### config.mk
export PLATFORM = sky130hd
export DESIGN_NAME = pipe_scoreboard
export DESIGN_NICKNAME = d
export VERILOG_FILES = /design/src/rtl/pipe_scoreboard.sv
export SDC_FILE = /design/constraint.sdc
export NUM_CORES = 1
export LEC_CHECK = 0
export CORE_UTILIZATION = 54
export CTS_CLUSTER_SIZE = 24
export DETAILED_ROUTE_END_ITERATION = 16
export PLACE_DENSITY = 0.81
export REMOVE_ABC_BUFFERS = 1
export SLEW_MARGIN = 5
export SYNTH_ARGS = -nofsm -noshare
export SYNTH_HDL_FRONTEND = slang
export SYNTH_SLANG_ARGS = --single-unit
### constraint.sdc
create_clock -name clk -period 10.1 [get_ports clk]
set_clock_uncertainty 0.05 [all_clocks]
set_input_delay 3.03 -clock clk [delete_from_list [all_inputs] [get_ports clk]]
set_output_delay 3.03 -clock clk [all_outputs]
set_load 0.05 [all_outputs]
### src/rtl/pipe_scoreboard.sv
// rtl/pipe_scoreboard.sv - hazard scoreboard: load-use stall and registered forward selects
// Optional statistics counters are enabled with SCOREBOARD_STATS_EN.
module pipe_scoreboard #(
  parameter int AW    = 5,
  parameter int NREAD = 2,
  parameter int DEPTH = 3,
  parameter int LW    = $clog2(DEPTH + 1),
  parameter int SW    = $clog2(DEPTH),
  parameter int CNTW  = 32
) (
  input  logic                clk,
  input  logic                rst,
  input  logic                issue_valid_i,
  input  logic                issue_we_i,
  input  logic [AW-1:0]       issue_rd_i,
  input  logic [LW-1:0]       issue_lat_i,
  input  logic                flush_i,
  input  logic [NREAD-1:0]    rv_i,
  input  logic [NREAD*AW-1:0] ra_i,
  output logic                stall_o,
  output logic [NREAD*SW-1:0] fwd_sel_o,
  output logic [DEPTH-1:0]    slot_valid_o
`ifdef SCOREBOARD_STATS_EN
  ,
  output logic [CNTW-1:0]     stall_cnt_o,
  output logic [CNTW-1:0]     fwd_cnt_o
`endif
);

  if (DEPTH < 2 || CNTW < 1) begin : g_bad_params
  end

  logic [DEPTH-1:0]    v_q, v_d;
  logic [DEPTH-1:0]    we_q, we_d;
  logic [AW-1:0]       rd_q [DEPTH];
  logic [AW-1:0]       rd_d [DEPTH];
  logic [LW-1:0]       lat_q [DEPTH];
  logic [LW-1:0]       lat_d [DEPTH];
  logic [NREAD*SW-1:0] fwd_sel_q, fwd_sel_d;

  logic [DEPTH-1:0]    writer;
  logic [NREAD-1:0]    match_found;
  logic [SW-1:0]       match_idx [NREAD];
  logic [NREAD-1:0]    hazard;
  logic                issue_load;

  always_comb begin
    for (int i = 0; i < DEPTH; i++) begin
      writer[i] = v_q[i] & we_q[i] & (rd_q[i] != '0);
    end
  end

  // Scan oldest to youngest so the youngest matching writer overrides.
  always_comb begin
    match_found = '0;
    hazard      = '0;
    for (int p = 0; p < NREAD; p++) begin
      match_idx[p] = '0;
      for (int i = DEPTH - 1; i >= 0; i--) begin
        if (rv_i[p] && (ra_i[p*AW +: AW] != '0) && writer[i] &&
            (rd_q[i] == ra_i[p*AW +: AW])) begin
          match_found[p] = 1'b1;
          match_idx[p]   = SW'(i);
        end
      end
      hazard[p] = match_found[p] &&
                  ((LW'(match_idx[p]) + LW'(1)) < lat_q[match_idx[p]]);
    end
  end

  always_comb begin
    stall_o    = issue_valid_i & ~flush_i & (|hazard);
    issue_load = issue_valid_i & ~stall_o & ~flush_i;
  end

  always_comb begin
    fwd_sel_d = '0;
    for (int p = 0; p < NREAD; p++) begin
      if (match_found[p] && !hazard[p] && !stall_o && !flush_i &&
          (match_idx[p] != SW'(DEPTH - 1))) begin
        fwd_sel_d[p*SW +: SW] = match_idx[p] + SW'(1);
      end
    end
  end

  always_comb begin
    v_d      = '0;
    we_d     = '0;
    v_d[0]   = issue_load;
    we_d[0]  = issue_we_i;
    rd_d[0]  = issue_rd_i;
    lat_d[0] = (issue_lat_i == '0) ? LW'(1) : issue_lat_i;
    for (int i = 1; i < DEPTH; i++) begin
      v_d[i]   = v_q[i-1];
      we_d[i]  = we_q[i-1];
      rd_d[i]  = rd_q[i-1];
      lat_d[i] = lat_q[i-1];
    end
  end

  always_ff @(posedge clk) begin
    if (rst) begin
      v_q       <= '0;
      we_q      <= '0;
      fwd_sel_q <= '0;
      for (int i = 0; i < DEPTH; i++) begin
        rd_q[i]  <= '0;
        lat_q[i] <= '0;
      end
    end else begin
      v_q       <= v_d;
      we_q      <= we_d;
      fwd_sel_q <= fwd_sel_d;
      for (int i = 0; i < DEPTH; i++) begin
        rd_q[i]  <= rd_d[i];
        lat_q[i] <= lat_d[i];
      end
    end
  end

  assign fwd_sel_o    = fwd_sel_q;
  assign slot_valid_o = v_q;

`ifdef SCOREBOARD_STATS_EN
  logic [CNTW-1:0] stall_cnt_q, stall_cnt_d;
  logic [CNTW-1:0] fwd_cnt_q, fwd_cnt_d;
  logic [CNTW:0]   fwd_sum;
  int              nfwd;

  always_comb begin
    nfwd = 0;
    for (int p = 0; p < NREAD; p++) begin
      if (fwd_sel_d[p*SW +: SW] != '0) nfwd = nfwd + 1;
    end
    stall_cnt_d = (stall_o && (stall_cnt_q != '1)) ? stall_cnt_q + CNTW'(1) : stall_cnt_q;
    fwd_sum     = {1'b0, fwd_cnt_q} + (CNTW+1)'(nfwd);
    fwd_cnt_d   = fwd_sum[CNTW] ? '1 : fwd_sum[CNTW-1:0];
  end

  always_ff @(posedge clk) begin
    if (rst) begin
      stall_cnt_q <= '0;
      fwd_cnt_q   <= '0;
    end else begin
      stall_cnt_q <= stall_cnt_d;
      fwd_cnt_q   <= fwd_cnt_d;
    end
  end

  assign stall_cnt_o = stall_cnt_q;
  assign fwd_cnt_o   = fwd_cnt_q;
`endif

endmodule

==> results of run 1 <==
-- flip-flops by register name, indices dropped and copies added, names as in the netlist --
register	cells
rd_q	15
lat_q	5
fwd_sel_o	4
slot_valid_o	3
we_q	3
-- worst paths after layout --
path / to / startpoint / slack, ns / cells after the start
worst max register to register: fwd_sel_o[1] / rd_q[0][7] / 6.86 / 11
worst min register to register: we_q[2] / we_q[1] / 0.41 / 1
worst min-delay path: we_q[2] / we_q[1] / 0.41 / 1
worst max-delay path: stall_o / ra_i[4] / 0.66 / 13
-- routing by layer --
layer,routed length (µm),vias up
met5,0,-
met4,85,0
met3,248,11
met2,1690,56
met1,1560,578
li1,-,634
-- synthesized netlist by cell type (all sizes together) --
cell / number / share of area
o31a: 1 / 0.0065
nand2: 11 / 0.027
and3: 1 / 0.0041
ha: 4 / 0.033
dfxtp: 30 / 0.39
mux2i: 2 / 0.013
nand2b: 5 / 0.020
o31ai: 1 / 0.0049
buf: 1 / 0.0033
nor2: 6 / 0.015
nor4: 3 / 0.012
o211ai: 3 / 0.018
a2111oi: 1 / 0.0098
a21boi: 1 / 0.0049
a31oi: 1 / 0.014
a21oi: 4 / 0.013
a211o: 1 / 0.0057
clkbuf: 3 / 0.0073
or4: 11 / 0.059
nand3: 6 / 0.020
a21o: 1 / 0.0049
and4: 1 / 0.0057
inv: 5 / 0.012
nor3b: 1 / 0.0049
o21ai: 3 / 0.012
o22ai: 1 / 0.0041
nor2b: 24 / 0.098
xnor2: 30 / 0.17
a211oi: 1 / 0.0049
-- through the flow --
step,hold WS (ns),util,power [mW],instance area [µm²],instances
after floorplan,0.364,-,0.147,1520,159
after global placement,0.368,0.725,0.164,1860,220
after detailed placement,0.398,0.725,0.165,1860,220
after CTS,0.416,0.750,0.240,1930,228
after global routing,0.425,0.750,0.249,1930,228
final,0.415,0.750,0.238,1930,228
-- power by group through the flow --
stage	combinational, mW	clock, mW	sequential [mW]
after floorplan	0.0172	0	0.129
after detailed placement	0.0349	0	0.130
after global routing	0.0382	0.0836	0.128
after CTS	0.0353	0.0779	0.127
after global placement	0.0342	0	0.130
final	0.0352	0.0763	0.127
-- cells by family after synthesis --
kind of cell	Yosys count
multiplexers	2
AO/OA/AOI/OAI	19
adder cells (fa/ha/maj)	4
XOR/XNOR	30
AND/OR/NAND/NOR	69
buffers and inverters	9
flip-flops	30
-- layout make-up --
cell class                      instances  area (µm²)
Fill cell                             212         642
Timing Repair Buffer                   31         308
Tap cell                               30        37.5
Inverter                                5        18.8
Clock inverter                          2        12.5
Clock buffer                            6        51.3
Sequential cell                        30         601
Multi-Input combinational cell        124         897
-- critical path, stage by stage --
cell             delay (ns)
clkdlybuf4s50_1        0.58
or4_1                  0.17
o21ai_2                0.07
or4_1                  0.63
nand2_1                0.17
nor2_1                 0.07
ha_1                   0.34
inv_1                  0.06
ha_1                   0.30
a21boi_1               0.13
o31a_2                 0.31
a31oi_4                0.23
buf_4                  0.25
==> impl_metrics.toml, run 1 <==
[global_routing]
grt_pass1_wl_um = 6100
track_usage = 0.260
grt_pass1_vias = 1344
busiest_layer = "met2"
grt_max_degree = 29
met3_usage = 0.0843
grt_util_met2 = 0.411
antenna_found_initial = 0
grtUsageMet1 = 0.327
grt_overflow = 0

[logic_synthesis]
synthMuxAreaShare = 0.0131
syn_avg_cell_area_um2 = 9.40
ys_seq_area_frac = 0.392
synthCells = 163
synth_xor_area_frac = 0.171
synth_compound_area_frac = 0.103
synth-simple-area-share = 0.265
synth_top_family_by_area = "simple AND/OR/NAND/NOR gates"
netlist_area_um2 = 1530
synth.distinct_cells = 33
synth_fa_ha_area_frac = 0.0327
synth-warning-count = 0
ys_seq_elements = 30

[sta]
rsz0062_at_grt = "false"
totalNegativeSetupSlack_ns = 0
max_clock_freq_mhz = 106
finalSetupViolCount = 0
drv_slew = 0
final-hold-violation-count = 0
max-slew-margin-rel = 0.348
max_slew.worst_pin.slew_ns = 0.975
period_share = 0.935
min_period_ns = 9.44
setup_ws_ns = 0.658

[place]
place_congestion = 0.849
hpwl_um = 2750
pre_cts_ws_ns = 0.717
portBuffers = 31

[floorplanning]
core-area_um2 = 2570
start_util = 0.597
dieArea_um2 = 3060
die_x_um = 55.3
rows = 18
die_h_um = 55.3
io_pins = 32

[clocking]
clock_path_buffers = 2
cts_tree = "yes"
clock-sinks = 30
post_cts_resized = 0
clkTransAtPathRegs_ns = 0.11
cts_setup_buffers = 0
clk_latency_ns = 0.33
cts_buffers = 5
cts_hold_buf = 0
root_buffer = "clkbuf_4"
cts_max_level = 2

[layout]
diodes = 0
final_cell_mix = "xnor2_1, dfxtp_1, clkdlybuf4s50_1"
synthToLayoutAreaGrowth_pct = 25.6
num-nets-final = 225
drive_above_1_share = 0.0808

[pwr]
power.share.sequential = 0.533
switching_share = 0.262
p_int_mw = 0.176
p_comb_frac = 0.148
switching_power_mw = 0.0625
leakagePower_nw = 0.701
power_density_nw_per_um2 = 124
clkPwrFrac = 0.320
ir_worst_vdd_uv = 125

[setup_path]
critPathLaunchType = "input port"
cp-end-kind = "output port"
path_class = "input port to output port"
path_max_fanout = 6
worst_ep_arrival_time_ns = 6.36
cp.required_ns = 7.02

[run]
drv_cap = 0

[drt]
drt_iter0_drc = 35
antenna_left = 0
post_drt_wl_per_cell_um = 15.7
drc = 0
wirelength_um = 3580
viasPerCell = 5.61
first_pass_iters = 4
vias = 1279

[worst_hold_path]
hold_class = "flip-flop to flip-flop"

[outcome]
outcome = "completed"
(Power assumes the default switching activity.)
==> inputs of run 2 (changes only) <==
Settings changed: CAP_MARGIN set to 20, CORE_UTILIZATION 54 to 45, PLACE_DENSITY 0.81 to 0.72.
==> impl_metrics.toml, run 2 (synthesis gave the netlist of run 1 again) <==
[floorplanning]
start_util = 0.486
io_pins = 32
rows = 20
core-area_um2 = 3150
dieArea_um2 = 3640
die_h_um = 60.4
die_x_um = 60.4

[sta]
max_clock_freq_mhz = 107
finalSetupViolCount = 0
rsz0062_at_grt = "false"
period_share = 0.928
final-hold-violation-count = 0
fin_hold_ws_ns = 0.393
max_slew.worst_pin.slew_ns = 0.997
drv_slew = 0
totalNegativeSetupSlack_ns = 0
min_period_ns = 9.37
max-slew-margin-rel = 0.333

[outcome]
outcome = "completed"

[clocking]
clock_path_buffers = 2
cts_buffers = 5
clk_latency_ns = 0.34
cts_max_level = 2
clkTransAtPathRegs_ns = 0.09
cts_tree = "yes"
cts_hold_buf = 0
clock-sinks = 30
post_cts_resized = 0
root_buffer = "clkbuf_4"
cts_setup_buffers = 0

[setup_path]
cp-end-kind = "output port"
crit_family = "simple AND/OR/NAND/NOR gates"
worstPathCellList = "clkdlybuf4s50_1, or4_1, o21ai_2, or4_1, nand2_1, nor2_1, ha_1, inv_1, ha_1, a21boi_1, o31a_2, a31oi_4, buf_4"
worst_ep_arrival_time_ns = 6.29
cp.required_ns = 7.02
crit_cells = 13
path_max_fanout = 6
worst-path-buf-inv = 3
slowest_delay_ns = 0.64
critPathLaunchType = "input port"
reg2reg_depth = 11
path_class = "input port to output port"
cpMaxStageDelayCell = "or4_1"

[pwr]
power_density_nw_per_um2 = 132
leakagePower_nw = 0.704
ir_worst_vdd_uv = 89.4

[place]
place_congestion = 0.912
placed_cell_area_um2 = 1880
hpwl_um = 2600
portBuffers = 31

[global_routing]
grt_overflow = 0
grt_max_degree = 29
grt_pass1_wl_um = 5440
grt_pass1_vias = 1182
track_usage = 0.212
antenna_found_initial = 0

[drt]
post_drt_wl_per_cell_um = 13.8
antenna_left = 0
drt_iter0_drc = 68
vias = 1269
wirelength_um = 3350
first_pass_iters = 4
viasPerCell = 5.24
drc = 0

[worst_hold_path]
hold_class = "flip-flop to flip-flop"
min_path_cells = 1

[layout]
num-nets-final = 225
design_area_um2 = 1960
synthToLayoutAreaGrowth_pct = 28.0
largest_register_ffs = 15
fin_util = 0.622
diodes = 0
max_flop_register = "rd_q"
drive_above_1_share = 0.0808
final_cell_mix = "xnor2_1, dfxtp_1, clkdlybuf4s50_1"

[run]
drv_cap = 0
==> run 2: cell count changes in the layout (fill, tap and decap cells not counted) <==
| cell | before | now |
|---|---|---|
| clkbuf_8 | 1 | 0 |
| bufinv_16 | 0 | 1 |
| clkinvlp_4 | 1 | 2 |
| clkinv_2 | 1 | 0 |
==> run 2: power breakdown <==
| part | switching (mW) | internal, mW | leakage [nW] | total, mW |
|---|---|---|---|---|
| clock network | 0.0447 | 0.0519 | 0.0374 | 0.0966 |
| registers | 0.00442 | 0.122 | 0.246 | 0.127 |
| logic | 0.0149 | 0.0200 | 0.421 | 0.0349 |
| total | 0.0640 | 0.194 | 0.704 | 0.258 |
==> run 2: routing by layer <==
layer	routed length (µm)	vias up	share of wire	global-route usage
met5	0	-	0	0
met4	40	0	0.012	0.0997
met3	157	6	0.047	0.0640
met2	1530	37	0.46	0.328
met1	1610	600	0.48	0.270
li1	-	626	-	-
==> run 2: worst paths after layout <==
| kind | to | startpoint | slack (ns) |
|---|---|---|---|
| setup / recovery | stall_o | ra_i[4] | 0.73 |
| hold / removal | lat_q[1][0] | lat_q[0][0] | 0.39 |
| setup reg to reg | fwd_sel_o[1] | rd_q[0][7] | 6.92 |
| hold reg to reg | lat_q[1][0] | lat_q[0][0] | 0.39 |
==> run 2: final cells by class <==
type	instances	area, µm²
fill	279	1190
multi-input combinational	124	897
sequential	30	601
timing repair buffer	31	308
tap	44	55.1
clock inverter	3	45.0
clock buffer	5	37.5
inverter	5	18.8
==> run 2: stage by stage <==
stage	power, mW	std cells	setup slack (ns)
final	0.258	242	0.726
after global routing	0.270	242	0.521
after CTS	0.262	242	0.742
after detailed placement	0.164	234	0.745
after global placement	0.164	234	0.832
after floorplan	0.147	159	1.52
